[src/rtl/shift_pkg.sv]
// -----------------------------------------------------------------------------
// shift_pkg
// Shared types for the pipelined ARM barrel shifter (shift_pipe).
//   sh_t             : ARM shift type encoding (matches the 2-bit sh field).
//   side_t           : width-independent sideband that travels with every beat.
//   levels_per_stage : number of mux levels that share one pipeline register.
// Optional macro: SHIFT_CARRY_EN adds the carry bit to the sideband.
// -----------------------------------------------------------------------------
package shift_pkg;

  typedef enum logic [1:0] {
    SH_LSL = 2'b00,
    SH_LSR = 2'b01,
    SH_ASR = 2'b10,
    SH_ROR = 2'b11
  } sh_t;

  // Sideband of a beat. Data and amount widths depend on module parameters,
  // so the full stage_t (data, amt, side) is declared inside shift_pipe.
  typedef struct packed {
    sh_t  sh;
    logic rrx;
`ifdef SHIFT_CARRY_EN
    logic cin;     // running carry: C flag in, last bit shifted out
`endif
    logic ovf;     // amount >= WIDTH, detected before the first level
    logic valid;
  } side_t;

  function automatic int levels_per_stage(input int width, input int stages);
    int l;
    l = $clog2(width);
    return (l + stages - 1) / stages;
  endfunction

endpackage

[src/rtl/shift_level.sv]
// -----------------------------------------------------------------------------
// shift_level
// One combinational mux level of the barrel shifter: shifts or rotates the
// operand by 2**K when i_en (amount bit K) is set, otherwise passes through.
// Ports:
//   i_data / o_data : operand in / out
//   i_sh            : shift type
//   i_en            : amount bit K
//   i_cin / o_cout  : running carry in / out (SHIFT_CARRY_EN only)
// Optional macro: SHIFT_CARRY_EN builds the carry path.
// -----------------------------------------------------------------------------
module shift_level
  import shift_pkg::*;
#(
  parameter int WIDTH = 32,
  parameter int K     = 0
) (
  input  logic [WIDTH-1:0] i_data,
  input  sh_t              i_sh,
  input  logic             i_en,
`ifdef SHIFT_CARRY_EN
  input  logic             i_cin,
  output logic             o_cout,
`endif
  output logic [WIDTH-1:0] o_data
);

  localparam int S = 1 << K;

  always_comb begin
    o_data = i_data;
    if (i_en) begin
      case (i_sh)
        SH_LSL:  o_data = i_data << S;
        SH_LSR:  o_data = i_data >> S;
        SH_ASR:  o_data = $signed(i_data) >>> S;
        default: o_data = {i_data[S-1:0], i_data[WIDTH-1:S]};
      endcase
    end
  end

`ifdef SHIFT_CARRY_EN
  // The carry of a composed shift is the last bit shifted out, i.e. the carry
  // of the highest enabled level. For ROR, bit S-1 becomes the new MSB.
  always_comb begin
    o_cout = i_cin;
    if (i_en) begin
      o_cout = (i_sh == SH_LSL) ? i_data[WIDTH-S] : i_data[S-1];
    end
  end
`endif

endmodule

[src/rtl/shift_pipe.sv]
// -----------------------------------------------------------------------------
// shift_pipe
// Pipelined ARM operand-2 barrel shifter (LSL/LSR/ASR/ROR/RRX) with
// valid/ready on both sides. The $clog2(WIDTH) mux levels are split into
// STAGES groups, each followed by a register; latency is STAGES cycles.
// Ports:
//   clk, reset_n           : clock, asynchronous active-low reset
//   in_valid / in_ready    : input handshake
//   in_data, in_amt        : operand and shift amount (0..2**AMT_W-1)
//   in_sh, in_rrx, in_cin  : shift type, RRX select (with ROR), C flag
//   out_valid / out_ready  : output handshake
//   out_data               : shifted result
//   out_cout               : shifter carry-out (SHIFT_CARRY_EN only)
// Optional macro: SHIFT_CARRY_EN builds the carry logic and out_cout.
// -----------------------------------------------------------------------------
module shift_pipe
  import shift_pkg::*;
#(
  parameter int WIDTH  = 32,
  parameter int AMT_W  = 8,
  parameter int STAGES = 2
) (
  input  logic             clk,
  input  logic             reset_n,
  input  logic             in_valid,
  output logic             in_ready,
  input  logic [WIDTH-1:0] in_data,
  input  logic [AMT_W-1:0] in_amt,
  input  logic [1:0]       in_sh,
  input  logic             in_rrx,
  input  logic             in_cin,
  output logic             out_valid,
  input  logic             out_ready,
`ifdef SHIFT_CARRY_EN
  output logic             out_cout,
`endif
  output logic [WIDTH-1:0] out_data
);

  localparam int L   = $clog2(WIDTH);
  localparam int LPS = levels_per_stage(WIDTH, STAGES);

  typedef struct packed {
    logic [WIDTH-1:0] data;
    logic [AMT_W-1:0] amt;
    side_t            side;
  } stage_t;

  stage_t            w_head;
  stage_t            w_last;
  logic [STAGES-1:0] w_vld;
  logic [STAGES-1:0] w_adv;
  logic              w_unused;

  // RRX is resolved up front: the rotated-through-carry operand enters the
  // levels with a zero amount, so later stages only pass it along.
  always_comb begin
    w_head            = '0;
    w_head.data       = in_data;
    w_head.amt        = in_amt;
    w_head.side.sh    = sh_t'(in_sh);
    w_head.side.ovf   = |(in_amt >> L);
    w_head.side.valid = in_valid;
`ifdef SHIFT_CARRY_EN
    w_head.side.cin   = in_cin;
`endif
    if (in_sh == 2'b11 && in_rrx) begin
      w_head.data     = {in_cin, in_data[WIDTH-1:1]};
      w_head.amt      = '0;
      w_head.side.rrx = 1'b1;
      w_head.side.ovf = 1'b0;
`ifdef SHIFT_CARRY_EN
      w_head.side.cin = in_data[0];
`endif
    end
  end

  // Stage s advances when it or any later stage is empty, or the consumer
  // takes the result. Computed from registered valids only (no comb chain).
  always_comb begin
    for (int s = 0; s < STAGES; s++) begin
      w_adv[s] = out_ready;
      for (int j = s; j < STAGES; j++) begin
        if (!w_vld[j]) w_adv[s] = 1'b1;
      end
    end
  end

  assign in_ready = w_adv[0];

  for (genvar g = 0; g < STAGES; g++) begin : g_grp
    localparam int LO = g * LPS;
    localparam int HI = (LO + LPS < L) ? (LO + LPS) : L;

    stage_t w_in;
    stage_t w_grp;
    stage_t w_next;
    stage_t r_q;

    if (g == 0) begin : g_src_head
      assign w_in = w_head;
    end else begin : g_src_prev
      assign w_in = g_grp[g-1].r_q;
    end

    for (genvar k = LO; k < HI; k++) begin : g_lvl
      stage_t           w_src;
      stage_t           w_dst;
      logic [WIDTH-1:0] w_shd;
`ifdef SHIFT_CARRY_EN
      logic             w_shc;
`endif

      if (k == LO) begin : g_first
        assign w_src = w_in;
      end else begin : g_chain
        assign w_src = g_lvl[k-1].w_dst;
      end

      shift_level #(
        .WIDTH (WIDTH),
        .K     (k)
      ) u_level (
        .i_data (w_src.data),
        .i_sh   (w_src.side.sh),
        .i_en   (w_src.amt[k]),
`ifdef SHIFT_CARRY_EN
        .i_cin  (w_src.side.cin),
        .o_cout (w_shc),
`endif
        .o_data (w_shd)
      );

      always_comb begin
        w_dst      = w_src;
        w_dst.data = w_shd;
`ifdef SHIFT_CARRY_EN
        w_dst.side.cin = w_shc;
`endif
      end
    end

    // Groups past the last level (STAGES not dividing L evenly) are pure
    // delay so that latency stays exactly STAGES.
    if (HI > LO) begin : g_has_lvl
      assign w_grp = g_lvl[HI-1].w_dst;
    end else begin : g_no_lvl
      assign w_grp = w_in;
    end

    if (g == STAGES - 1) begin : g_tail
`ifdef SHIFT_CARRY_EN
      logic w_eqw;
      assign w_eqw = (AMT_W > L) && (w_grp.amt == AMT_W'(WIDTH));
`endif
      // Saturation for amounts >= WIDTH. The levels only saw amt mod WIDTH,
      // which is exactly what ROR needs; ASR keeps the sign in the MSB.
      always_comb begin
        w_next = w_grp;
        if (!w_grp.side.rrx && w_grp.side.ovf) begin
          case (w_grp.side.sh)
            SH_LSL, SH_LSR: w_next.data = '0;
            SH_ASR:         w_next.data = {WIDTH{w_grp.data[WIDTH-1]}};
            default:        w_next.data = w_grp.data;
          endcase
        end
`ifdef SHIFT_CARRY_EN
        // amt == WIDTH leaves the operand unshifted, so bit 0 / MSB here is
        // the original bit that would have been shifted out last.
        if (!w_grp.side.rrx && w_grp.side.ovf) begin
          case (w_grp.side.sh)
            SH_LSL:  w_next.side.cin = w_eqw & w_grp.data[0];
            SH_LSR:  w_next.side.cin = w_eqw & w_grp.data[WIDTH-1];
            SH_ASR:  w_next.side.cin = w_grp.data[WIDTH-1];
            default: w_next.side.cin = w_grp.side.cin;
          endcase
        end
        // ROR carry is the result MSB for any non-zero amount, including
        // multiples of WIDTH where the data is unchanged.
        if (!w_grp.side.rrx && w_grp.side.sh == SH_ROR && (|w_grp.amt)) begin
          w_next.side.cin = w_grp.data[WIDTH-1];
        end
`endif
      end
      assign w_last = r_q;
    end else begin : g_mid
      assign w_next = w_grp;
    end

    always_ff @(posedge clk or negedge reset_n) begin
      if (!reset_n) begin
        r_q <= '0;
      end else if (w_adv[g]) begin
        r_q <= w_next;
      end
    end

    assign w_vld[g] = r_q.side.valid;
  end

  assign out_valid = w_last.side.valid;
  assign out_data  = w_last.data;
`ifdef SHIFT_CARRY_EN
  assign out_cout  = w_last.side.cin;
`endif

  assign w_unused = ^{w_last.amt, w_last.side.sh, w_last.side.rrx, w_last.side.ovf};

endmodule
[config.mk]
export PLATFORM = sky130hd
export DESIGN_NAME = shift_pipe
export DESIGN_NICKNAME = d
export VERILOG_FILES = /design/src/rtl/shift_pkg.sv /design/src/rtl/shift_level.sv /design/src/rtl/shift_pipe.sv
export SDC_FILE = /design/constraint.sdc
export NUM_CORES = 1
export LEC_CHECK = 0
export CAP_MARGIN = 20
export CORE_MARGIN = 10
export CORE_UTILIZATION = 55
export CTS_CLUSTER_DIAMETER = 60
export DETAILED_ROUTE_END_ITERATION = 12
export PLACE_DENSITY = 0.87
export SYNTH_ARGS = -nofsm -noshare
export SYNTH_HDL_FRONTEND = slang
export SYNTH_SLANG_ARGS = --single-unit
[constraint.sdc]
create_clock -name clk -period 2.3 [get_ports clk]
set_input_delay 0.345 -clock clk [delete_from_list [all_inputs] [get_ports clk]]
set_output_delay 0.345 -clock clk [all_outputs]
set_load 0.02 [all_outputs]
# Word level (Yosys, flattened, before mapping)
# Cells that the tools add are included.
dict set report op_classes {
  eq_ne 5
  muxes 17
  n_reduce_logical 7
}
# cell n
set op_table {}
lappend op_table {{$pmux 32 s3} 5}
lappend op_table {{$mux 32} 6}
lappend op_table {{$pmux 32 s2} 1}
lappend op_table {{$mux 40} 1}
lappend op_table {{$eq 2x2->1 const B} 3}
lappend op_table {{$eq 2x1->1 const B} 2}
lappend op_table {{$logic_not 2->1} 2}
lappend op_table {{$mux 1} 3}
lappend op_table {{$reduce_or 3->1} 1}
lappend op_table {{$logic_and 1x1->1} 2}
lappend op_table {{$mux 2} 1}
lappend op_table {{$reduce_or 2->1} 1}
lappend op_table {{$logic_not 1->1} 1}
dict set report word_totals {
  reg_bits 75
  input_bits 48
  out_inout_bits 34
  wordCells 37
}

# Logic depth before layout (Yosys ltp)
dict set report logic_depth {
  ltp_word 9
  mapped_depth 10
  depth_no_buf 7
}

# Modules after synthesis
# A second synthesis with hierarchy kept.
dict set report unflattened {
  cells_unflattened 884
  hier_area_um2 6861.6
}
# module instances cells_per_inst area_each_um2 seq_area_each_um2
set modules_own_cells {}
lappend modules_own_cells {shift_pipe 1 286 3169.3 1801.7}
lappend modules_own_cells {{shift_level (g_grp[1].g_lvl[4].u_level)} 1 145 783.3 0.0}
lappend modules_own_cells {{shift_level (g_grp[1].g_lvl[3].u_level)} 1 120 778.2 0.0}
lappend modules_own_cells {{shift_level (g_grp[0].g_lvl[2].u_level)} 1 114 740.7 0.0}
lappend modules_own_cells {{shift_level (g_grp[0].g_lvl[1].u_level)} 1 110 695.7 0.0}
lappend modules_own_cells {{shift_level (g_grp[0].g_lvl[0].u_level)} 1 109 694.4 0.0}

# Least setup slack after synthesis
# Ideal clock, no wire load.
dict set report synth_path {
  kind {input port to flip-flop}
  startpoint {input port in_rrx}
  endpoint {register g_grp[0].r_q[39] in the netlist's numbering}
  setup_ps 126
  arrival_ps 1796
  required_time_ps 2174
  setup_slack_ps 378
  cell_stages 9
  path_buffers 3
  cell_sequence {buf_6 -> and3_1 -> buf_4 -> buf_2 -> a211oi_1 -> nor2_1 -> o2bb2ai_1 -> nor2_1 -> o32a_1}
}
dict set report synth_between {
  elab_chain_cells 8
}
# item line_no
set synth_rtl {}
lappend synth_rtl {{start: declaration} shift_pipe.sv:30} ;# input logic in_rrx,
lappend synth_rtl {{$logic_and 1x1->1 *} shift_pipe.sv:67} ;# if (in_sh == 2'b11 && in_rrx) begin
lappend synth_rtl {{$mux 40 *} shift_pipe.sv:67}
lappend synth_rtl {{$pmux 32 s3} shift_level.sv:33} ;# case (i_sh)
lappend synth_rtl {{$mux 32} shift_level.sv:32} ;# if (i_en) begin
lappend synth_rtl {{$pmux 32 s3} shift_level.sv:33}
lappend synth_rtl {{$mux 32} shift_level.sv:32}
lappend synth_rtl {{$pmux 32 s3} shift_level.sv:33}
lappend synth_rtl {{$mux 32 *} shift_level.sv:32}
lappend synth_rtl {{end signal: assignment} shift_pipe.sv:194} ;# r_q <= w_next;
lappend synth_rtl {{end: declaration} shift_pipe.sv:98} ;# stage_t r_q;
# Every way passes the cells marked *; elsewhere a longest branch is shown, timed or not.
# A chain may end at the register's enable or synchronous reset.

# Worst setup path in the final report
dict set report layout_path {
  startpoint {input port out_ready}
  endpoint {output port in_ready}
}
dict set report layout_between {
  elab_chain_cells 2
}
# item line_no
set layout_rtl {}
lappend layout_rtl {{start: declaration} shift_pipe.sv:33} ;# input logic out_ready,
lappend layout_rtl {{$mux 1 (2 in series)} shift_pipe.sv:84} ;# if (!w_vld[j]) w_adv[s] = 1'b1;
lappend layout_rtl {{end: declaration} shift_pipe.sv:26} ;# output logic in_ready,
# Every way passes these cells.

==> results.json <==
{
  "status": "finished clean",
  "grt.overflow.total": 0,
  "yosys.cell_types.count": 81,
  "maxCapViolations": 0,
  "cp_common_cell": "clkdlybuf4s50_1",
  "cellPowerDensity_nw_per_um2": 669,
  "setup_ws_ns": 0.0838,
  "die_area_sq_um": 17000,
  "seq_area_frac_synth_pct": 26.9,
  "tns_ns": 0,
  "drcViolationCount": 0,
  "synth_xor_xnor_area_share_pct": 0.131,
  "fill_cells": 886,
  "synth-adder-area-share_pct": 0,
  "ant_nets": 0,
  "end_kind": "output port",
  "ctsHoldBuffers": 0,
  "arrival_ns": 1.87,
  "multi_input_area_sq_um": 4440,
  "syn_area_sq_um": 6700,
  "numClockSinks": 72,
  "clk_pin_slew_ns": 0.06,
  "pre_cts_slack_ns": -0.569,
  "tritoncts": "yes",
  "cts-root-buf": "clkbuf_16",
  "hold_viol": 0,
  "place.gp.congestion": 1.09,
  "avgViaCountPerCell": 6.91,
  "max_stage_delay_ns": 0.66,
  "path_max_fanout": 3,
  "setup_viol": 0,
  "core.rowCount": 40,
  "crit_type": "in -> out",
  "drtIter0Drc": 1838,
  "layout_common_cells": "189 x buf_4, 110 x nor2_1, 80 x nand2_1",
  "seqCellArea_sq_um": 1800,
  "swShare_pct": 39.8,
  "grt_max_degree": 76,
  "crit_chain": "clkdlybuf4s50_1 > nor2b_1 > and2_1 > inv_1 > clkdlybuf4s50_1",
  "crit_start": "out_ready",
  "netlist_instances": 883,
  "cpMaxStageDelayCell": "clkdlybuf4s50_1",
  "ys_top_cells_by_area": "dfrtp_1 27%, nor2_1 6.2%, a21oi_1 6.1%",
  "p_seq_share_pct": 29.3,
  "hpwl_microns": 22300,
  "max-slew-margin-rel_pct": 36.2,
  "fin_area_sq_um": 9190,
  "drv_slew": 0,
  "syn_to_final_growth_pct": 37.2,
  "routedWlPerCell_microns": 23.6,
  "synthArstFlopShare_pct": 100,
  "grt_usage_pct": 33.7,
  "r2r_cells": 7,
  "p_int_mw": 3.70,
  "synthSimpleGateAreaFrac_pct": 20.3,
  "core_sq_um": 12000,
  "clock_path_buffers": 2,
  "timing.rr.start": "g_grp[0].r_q[3]",
  "power.total_mw": 6.15,
  "insertion_delay_ns": 0.34,
  "syn-num-nets": 931,
  "start_kind": "primary input",
  "worst_pin_slew_ns": 0.950,
  "drive_gt1_share_pct": 25.3,
  "synth_top_cell_by_area": "dfrtp_1",
  "synth_edf_count": 0,
  "synth_mux_area_share_pct": 4.18,
  "power_frac_clock_pct": 23.4,
  "final_common_cell": "buf_4",
  "holdCritPathClass": "in -> async",
  "io_buffers": 81,
  "antenna_found_initial": 0,
  "nets": 1132,
  "ir_drop_v": 0.000618,
  "synth_seq_cells": 72,
  "grt_pass1_wl_microns": 45000,
  "synth_top_family_by_area": "compound AO/OA/AOI/OAI gates",
  "cts_buffers": 9,
  "fin_skew_ns": 0.00770,
  "yosysWarnings": 0,
  "synth.top_cell.area_share_pct": 26.9,
  "antenna_cells": 0,
  "initial_core_util_pct": 56.0,
  "synth_flop_cell": "dfrtp_1",
  "fin_crit_ns": 2.22,
  "worstPathRequired_ns": 1.96,
  "firstDrtPassIters": 7,
  "placed_cell_area_sq_um": 8780,
  "avgSynthCellArea_sq_um": 7.59,
  "leakagePower_nw": 3.89,
  "holdWs_ns": 0.0160,
  "die_w_microns": 130,
  "pwr-share-comb_pct": 47.3,
  "max_freq_mhz": 451,
  "p_switching_mw": 2.45,
  "synth-compound-area-share_pct": 40.4,
  "h-tree-depth": 3,
  "vias": 8535,
  "grt_pass1_vias": 7959,
  "pin_count": 82,
  "wirelength_microns": 29200,
  "die_h_microns": 130,
  "min_period_over_period_pct": 96.4
}
cells in the mapped netlist (27+ instances only):
cell	number
nor2_1	110
a21oi_1	81
nand2_1	80
dfrtp_1	72
o21ai_0	54
clkbuf_1	40
o22a_1	39
buf_2	30
a31oi_1	27
nor3_1	27
flip-flops by register name, summed over array words and instances (netlist names):
register,flops
out_data,32
g_grp.r_q,39
out_valid,1
layer usage:
layer / vias up / share of wire, % / global-route usage (%)
met3: 107 / 13 / 9.19
li1: 3746 / - / -
met1: 3974 / 38 / 44.5
met5: - / 0 / 0
met2: 708 / 44 / 51.3
met4: 0 / 3.7 / 12.9
area by class of cell:
type / count / share of cell area [%]
multi-input cells: 703 / 48.3
repair buffers: 279 / 26.0
flip-flops and latches: 72 / 19.6
clock buffers: 10 / 2.60
well taps: 147 / 2.00
inverters: 19 / 0.776
clock inverters: 6 / 0.735
power by group through the flow:
stage                     clock network, mW  logic, mW  registers, mW
after floorplan                           0       1.40           1.89
after global placement                    0       2.75           1.78
after detailed placement                  0       2.79           1.81
after CTS                              1.44       2.83           1.79
after global routing                   1.50       3.09           1.83
final                                  1.44       2.91           1.80
final timing paths:
| check | endpoint | slack [ns] |
|---|---|---|
| worst max-delay path | in_ready | 0.08 |
| min in group clk | g_grp[0].r_q[1] | 0.47 |
| max in group asynchronous | out_data[3] | 1.95 |
| worst min register to register | g_grp[0].r_q[1] | 0.47 |
| worst max register to register | out_data[18] | 0.15 |
| worst min-delay path | g_grp[0].r_q[24] | 0.02 |
critical path: cells and delay by family:
kind,cells,cell delay [ns]
simple gates,2,0.23
buf+inv,3,1.29
stage by stage:
stage	std cells	util, %
3_5_place_dp	1217	73.4
3_3_place_gp	1217	73.4
6_report	1236	76.9
5_1_grt	1236	76.9
4_1_cts	1233	76.5
2_1_floorplan	883	-
cell families (layout without fill, tap and decap cells):
group,after synthesis,in the layout
AO/OA/AOI/OAI,378,378
AND/OR/NAND/NOR,297,297
buffers and inverters,108,314
flip-flops,72,72
multiplexers,27,27
XOR/XNOR,1,1
repair_timing:
item / CTS / global route
pin swaps: 2 / 1
setup endpoints to repair: 18 / 32
setup buffers: 0 / 3
gates resized for setup: 14 / 7
(Power assumes the default switching activity.)
